File: config.mk
export PLATFORM = sky130hd
export DESIGN_NAME = mem_arbiter
export DESIGN_NICKNAME = d
export VERILOG_FILES = /design/src/rtl/mem_arbiter_pkg.sv /design/src/rtl/mem_arbiter_rr_arb2.sv /design/src/rtl/mem_arbiter.sv
export SDC_FILE = /design/constraint.sdc
export NUM_CORES = 1
export LEC_CHECK = 0
export BUFFER_PORTS_ARGS = -buffer_cell sky130_fd_sc_hd__buf_4
export CAP_MARGIN = 20
export CELL_PAD_IN_SITES_DETAIL_PLACEMENT = 0
export CELL_PAD_IN_SITES_GLOBAL_PLACEMENT = 1
export CORE_AREA = 2 2 206 208
export CTS_CLUSTER_DIAMETER = 120
export DETAILED_ROUTE_END_ITERATION = 16
export DIE_AREA = 0 0 208 210
export GPL_ROUTABILITY_DRIVEN = 0
export HOLD_SLACK_MARGIN = 0.06
export PLACE_DENSITY = 0.58
export SLEW_MARGIN = 10
export SYNTH_ARGS = -nofsm -noshare
export SYNTH_HDL_FRONTEND = slang
export SYNTH_HIERARCHICAL = 1
export SYNTH_SLANG_ARGS = --single-unit
File: constraint.sdc
create_clock -name clk -period 2.93 [get_ports clk]
set_clock_uncertainty 0.1 [all_clocks]
set_input_delay 0.293 -clock clk [delete_from_list [all_inputs] [get_ports clk]]
set_output_delay 0.293 -clock clk [all_outputs]
set_load 0.01 [all_outputs]
File: src/rtl/mem_arbiter_pkg.sv
// Shared constants for the two-port memory arbiter: FSM state encoding and
// requester port indices.
package mem_arbiter_pkg;

    localparam logic [1:0] ST_IDLE   = 2'd0;
    localparam logic [1:0] ST_ACCESS = 2'd1;
    localparam logic [1:0] ST_DONE   = 2'd2;

    localparam logic PORT_CPU    = 1'b0;
    localparam logic PORT_LOADER = 1'b1;

endpackage

File: src/rtl/mem_arbiter_rr_arb2.sv
// Two-way round-robin selector: a lone request wins outright, and under
// contention the port that was not granted last wins.
module rr_arb2
    import mem_arbiter_pkg::*;
(
    input  logic [1:0] req,
    input  logic       last,
    output logic [1:0] grant
);

    always_comb begin
        grant = req;
        if (req == 2'b11) begin
            grant = (last == PORT_LOADER) ? 2'b01 : 2'b10;
        end
    end

endmodule

File: src/rtl/mem_arbiter.sv
// Arbitrates a CPU data port and a loader/debug port onto one single-port RAM
// with a fixed IDLE -> ACCESS -> DONE sequence per transaction.
module mem_arbiter
    import mem_arbiter_pkg::*;
#(
    parameter int WIDTH = 64,
    parameter int DEPTH = 32
) (
    input  logic             clk,
    input  logic             reset,
    input  logic [1:0]       req,
    input  logic [1:0]       we,
    input  logic [WIDTH-1:0] addr0,
    input  logic [WIDTH-1:0] addr1,
    input  logic [WIDTH-1:0] wdata0,
    input  logic [WIDTH-1:0] wdata1,
    output logic [1:0]       ack,
    output logic [1:0]       err,
    output logic [WIDTH-1:0] rdata,
    output logic [WIDTH-1:0] ram_address,
    output logic             ram_read_en,
    output logic             ram_write_en,
    output logic [WIDTH-1:0] ram_data_in,
    input  logic [WIDTH-1:0] ram_out
);

    localparam logic [WIDTH-1:0] DEPTH_W = WIDTH'(DEPTH);

    logic [1:0]       state_reg;
    logic             winner_reg;
    logic             last_reg;
    logic             we_reg;
    logic [WIDTH-1:0] addr_reg;
    logic [WIDTH-1:0] wdata_reg;
    logic [1:0]       ack_reg;
    logic [1:0]       err_reg;
    logic [WIDTH-1:0] rdata_reg;

    logic [1:0]       grant;
    logic             winner_next;
    logic [1:0]       winner_onehot;
    logic             in_range;
    logic             in_access;

    rr_arb2 u_rr_arb2 (
        .req   (req),
        .last  (last_reg),
        .grant (grant)
    );

    assign winner_next = grant[PORT_LOADER] ? PORT_LOADER : PORT_CPU;
    assign in_range    = (addr_reg < DEPTH_W);
    assign in_access   = (state_reg == ST_ACCESS);

    for (genvar gi = 0; gi < 2; gi++) begin : g_onehot
        assign winner_onehot[gi] = (winner_reg == 1'(gi));
    end

    // Enables are gated by reset so a reset landing in ACCESS never commits a write.
    assign ram_read_en  = in_access && !we_reg && in_range && !reset;
    assign ram_write_en = in_access &&  we_reg && in_range && !reset;
    assign ram_address  = in_access ? addr_reg  : '0;
    assign ram_data_in  = in_access ? wdata_reg : '0;

    assign ack   = ack_reg;
    assign err   = err_reg;
    assign rdata = rdata_reg;

    always_ff @(posedge clk) begin
        if (reset) begin
            state_reg  <= ST_IDLE;
            winner_reg <= PORT_CPU;
            last_reg   <= PORT_LOADER;
            we_reg     <= 1'b0;
            addr_reg   <= '0;
            wdata_reg  <= '0;
            ack_reg    <= 2'b00;
            err_reg    <= 2'b00;
            rdata_reg  <= '0;
        end else begin
            case (state_reg)
                ST_IDLE: begin
                    ack_reg <= 2'b00;
                    err_reg <= 2'b00;
                    if (|req) begin
                        winner_reg <= winner_next;
                        last_reg   <= winner_next;
                        we_reg     <= we[winner_next];
                        addr_reg   <= (winner_next == PORT_LOADER) ? addr1  : addr0;
                        wdata_reg  <= (winner_next == PORT_LOADER) ? wdata1 : wdata0;
                        state_reg  <= ST_ACCESS;
                    end
                end
                ST_ACCESS: begin
                    ack_reg   <= winner_onehot;
                    err_reg   <= in_range ? 2'b00 : winner_onehot;
                    if (!we_reg) begin
                        rdata_reg <= in_range ? ram_out : '0;
                    end
                    state_reg <= ST_DONE;
                end
                ST_DONE: begin
                    ack_reg   <= 2'b00;
                    err_reg   <= 2'b00;
                    state_reg <= ST_IDLE;
                end
                default: begin
                    ack_reg   <= 2'b00;
                    err_reg   <= 2'b00;
                    state_reg <= ST_IDLE;
                end
            endcase
        end
    end

endmodule

# Word-level counts from Yosys, hierarchy flattened
# Cells that the tools add are included.
dict set report totals {
  reg_bits 201
  elab_cells 43
  mem_bits_rw 0
  latchBits 0
  output_inout_bits 198
  rom_bits 0
  n_memories 0
}
dict set report classes {
  mux 12
  n_div 0
  reduce_logical 14
  n_addsub 0
  shift 0
  magnitude_cmp 2
  mul 0
  n_bitwise 3
  eq_ne 3
}
# op count
set op_table {}
lappend op_table {{2-to-1 mux 64 bit} 5}
lappend op_table {{less-than comparator 64 x 6 -> 1 bit (second input constant)} 1}
lappend op_table {{logical AND 1 bit} 6}
lappend op_table {{2-to-1 mux 2 bit} 3}
lappend op_table {{one-hot mux 2 bit (2 select lines)} 1}
lappend op_table {{AND reduction 2 bit} 2}
lappend op_table {{OR reduction 2 bit} 2}
lappend op_table {{2-to-1 mux 1 bit} 3}
lappend op_table {{inverter 1 bit} 3}
lappend op_table {{OR reduction 3 bit} 1}
lappend op_table {{== test 2 x 1 -> 1 bit (second input constant)} 1}
lappend op_table {{== test 2 bit (second input constant)} 1}
lappend op_table {{zero test 1 bit} 2}
lappend op_table {{zero test 2 bit} 1}
lappend op_table {{less-than comparator 1 x 2 -> 1 bit (second input constant)} 1}
lappend op_table {{!= test 2 bit (second input constant)} 1}

# Longest topological paths before layout
dict set report logic_depth {
  ltp_word 5
  mapped_depth 7
  mapped_depth_nobuf 4
}

# Modules after synthesis
# The synthesis kept the hierarchy.
# module cells_per_inst instances area_each_um2
set modules_own_cells {}
lappend modules_own_cells {mem_arbiter 1037 1 9185.1}
lappend modules_own_cells {rr_arb2 3 1 18.8}

# Least setup slack after synthesis
# Ideal clock, no wire load.
dict set report synth_timing {
  path_kind {flip-flop to output port}
  from {register addr_reg[47]}
  to {output port ram_read_en}
  path_slack_ns 1.029
  path_stages_with_launch 6
  n_path_buf 1
  arrival_ns 1.508
  required_time_ns 2.537
  cell_sequence {dfxtp_1 nor4_1 nand4_1 or4_4 clkbuf_1 inv_1}
}
dict set report synth_via {
  elab_chain_cells 3
}
# item line
set synth_lines {}
lappend synth_lines {{from (decl)} mem_arbiter.sv:33} ;# logic [WIDTH-1:0] addr_reg;
lappend synth_lines {{from (signal assigned)} mem_arbiter.sv:89} ;# addr_reg <= (winner_next == PORT_LOADER) ? addr1 : addr0;
lappend synth_lines {{less-than comparator 64 x 6 -> 1 bit} mem_arbiter.sv:52} ;# assign in_range = (addr_reg < DEPTH_W);
lappend synth_lines {{logical AND 1 bit (2 in series)} mem_arbiter.sv:60} ;# assign ram_read_en = in_access && !we_reg && in_range && !reset;
lappend synth_lines {{to (decl)} mem_arbiter.sv:21} ;# output logic ram_read_en,
# No other way between the ends.

# Final worst setup path
dict set report layout_timing {
  from {register addr_reg[5]}
  to {output port ram_read_en}
}
# Same word-level chain as after synthesis.

==> insert_results.sql <==
INSERT INTO impl_metrics (metric_group, metric, value, unit) VALUES
('pwr', 'p_leak', '7.78', 'nW'),
('timing', 'setup_viol', '0', ''),
('critical_path', 'worstPathCellList', 'nor4_1, buf_4, nand4_1, or4_4, inv_1, buf_4', ''),
('place', 'numPlacedInstances', '2031', ''),
('global_routing', 'grt_pass1_vias', '10000', ''),
('cells_and_area', 'synth_to_final_area_change', '82.6', '%'),
('timing', 'slew_violations', '0', ''),
('timing', 'fin_hold_ws', '0.0740', 'ns'),
('clocking', 'ctsHtreeMaxLevel', '1', ''),
('synth', 'post_synth.cell_area_avg', '8.86', 'sq um'),
('critical_path', 'arrival', '2.43', 'ns'),
('min_path', 'hold_class', 'in2reg', ''),
('routing', 'viasPerCell', '4.20', ''),
('clocking', 'cts_tree', 'yes', ''),
('cells_and_area', 'instances_no_fill', '2304', ''),
('critical_path', 'critical_register_to_register_path_startpoint', 'addr_reg[5]', ''),
('floorplanning', 'starting_density_of_the_core', '0.222', ''),
('routing', 'drt_iter0_markers', '386', ''),
('global_routing', 'global_route.overflow_total', '0', ''),
('synth', 'synth.cell_area', '9190', 'sq um'),
('synth', 'synthCells', '1038', ''),
('synth', 'mappedNetlistNets', '1364', ''),
('cells_and_area', 'finalInstanceArea', '16800', 'sq um'),
('floorplanning', 'die_height', '210', 'um'),
('pwr', 'power_density', '478', 'nW/um^2'),
('critical_path', 'critical_path.max_stage_delay', '0.71', 'ns'),
('floorplanning', 'placement_rows', '75', ''),
('place', 'placedInstanceArea', '13700', 'sq um'),
('critical_path', 'required', '2.54', 'ns'),
('clocking', 'clk-insertion-delay-late', '0.53', 'ns'),
('run_status', 'status', 'completed', ''),
('critical_path', 'slowest_stage', 'or4_4', ''),
('clocking', 'cts.root.buffer_cell', 'clkbuf_16', ''),
('global_routing', 'grt_first_pass_wirelength', '58600', 'um'),
('min_path', 'hp-start', 'addr0[39]', ''),
('timing', 'max_freq', '354', 'MHz'),
('clocking', 'number_of_cts_inserted_buffers', '26', ''),
('cells_and_area', 'layout.cells.most_common', 'buf_4', ''),
('floorplanning', 'overall_die_width', '208', 'um'),
('routing', 'drt-pass1-iter-count', '7', ''),
('timing', 'setup_total_negative_slack', '0', 'ns'),
('critical_path', 'path_max_fanout', '10', ''),
('cells_and_area', 'numnets_final', '2070', ''),
('cells_and_area', 'final_cell_mix', 'buf_4 (533), dlygate4sd3_1 (224), dfxtp_1 (201)', ''),
('timing', 'min_period', '2.83', 'ns'),
('flow_run', 'max_cap_viol_count', '0', ''),
('critical_path', 'crit_type', 'reg2out', ''),
('critical_path', 'startpoint_type', 'flip-flop', ''),
('routing', 'wl_per_cell', '16.9', 'um'),
('critical_path', 'cp.buffers_inverters', '3', ''),
('cells_and_area', 'fin_util', '0.405', ''),
('floorplanning', 'core_area', '41500', 'sq um'),
('timing', 'timing_worst_slew_pin_value', '1.05', 'ns'),
('cells_and_area', 'layout.filler_cells', '4219', ''),
('timing', 'post-route-period-util', '0.965', ''),
('critical_path', 'critPathMostFrequentCell', 'buf_4', ''),
('place', 'port-buffer-count', '523', ''),
('synth', 'synthesis.yosys.warnings', '6', ''),
('floorplanning', 'ports', '524', ''),
('place', 'hpwlAfterDp', '29200', 'um'),
('routing', 'vias', '9684', ''),
('routing', 'drt.antenna.violating_nets', '0', ''),
('timing', 'grt_setup_unrepaired', 'yes', ''),
('global_routing', 'total_global_routing_track_utilization', '0.171', ''),
('routing', 'drc', '0', ''),
('critical_path', 'path_delay_family', 'simple AND/OR/NAND/NOR gates', ''),
('clocking', 'cts-root-to-sink-buffers', '3', ''),
('timing', 'worst_slew_margin_rel', '0.303', ''),
('clocking', 'clk_pin_slew_worst_paths', '0.05', 'ns'),
('critical_path', 'critical_path.startpoint', 'addr_reg[5]', ''),
('pwr', 'peakVddDrop', '0.289', 'mV'),
('global_routing', 'grt_antenna_before_repair', '2', ''),
('routing', 'drt_wl_total', '39000', 'um'),
('floorplanning', 'design.die.area', '43700', 'sq um'),
('critical_path', 'critPathCaptureType', 'primary output', ''),
('timing', 'timing_hold_violations_final', '0', ''),
('cells_and_area', 'drive_above_1_share', '0.361', ''),
('clocking', 'cts_num_sinks', '201', ''),
('global_routing', 'grt_max_degree', '107', '');
==> worst paths after layout <==
kind	to	slack [ns]	cells past startpoint
max	ram_read_en	0.10	6
min	addr_reg[39]	0.07	3
max reg2reg	rdata[3]	0.47	6
min reg2reg	rdata[41]	0.35	2
==> per-stage QoR <==
stage | power (mW) | setup slack, ns
floorplan | 3.87 | 1.03
global placement | 4.63 | 0.483
detailed placement | 4.64 | 0.393
CTS | 8.19 | 0.0173
global route | 8.49 | -0.0445
finish | 8.03 | 0.103
==> cell type report <==
| type | instances | area [sq um] | share of cell area |
|---|---|---|---|
| Clock inverter | 5 | 52.6 | 0.00313 |
| Inverter | 66 | 248 | 0.0148 |
| Tap cell | 539 | 674 | 0.0402 |
| Sequential cell | 201 | 4020 | 0.240 |
| Multi-Input combinational cell | 685 | 4600 | 0.274 |
| Clock buffer | 42 | 802 | 0.0478 |
| Antenna cell | 2 | 5.00 | 0.000298 |
| Timing Repair Buffer | 764 | 6380 | 0.380 |
==> what timing repair did <==
action | in CTS | in global routing
resized for setup | 1 | 2
setup buffers | 0 | 0
hold buffers | 224 | 0
hold endpoints to repair | 148 | 0
setup endpoints to repair | 1 | 2
pin swaps | 2 | 0
==> worst reg2reg max path: cells and delay by family (launching register included) <==
| kind | cells | cell delay [ns] |
|---|---|---|
| DFF | 1 | 0.32 |
| AOI/OAI and AO/OA | 1 | 0.25 |
| and+or+nand+nor | 3 | 1.19 |
| buffers and inverters | 2 | 0.52 |
==> metal layers <==
layer,vias up,global-route usage,share of wire
met5,-,0,0
met4,0,0.0372,0.018
met3,39,0.0554,0.086
met2,351,0.293,0.47
met1,4337,0.208,0.42
li1,4957,-,-
==> report_power, final <==
| group | internal, mW | leakage (nW) | switching, mW |
|---|---|---|---|
| logic | 0.986 | 5.70 | 0.802 |
| registers | 2.95 | 1.65 | 0.122 |
| clock network | 1.94 | 0.419 | 1.22 |
No activity file was read; power rests on OpenSTA's default activity.
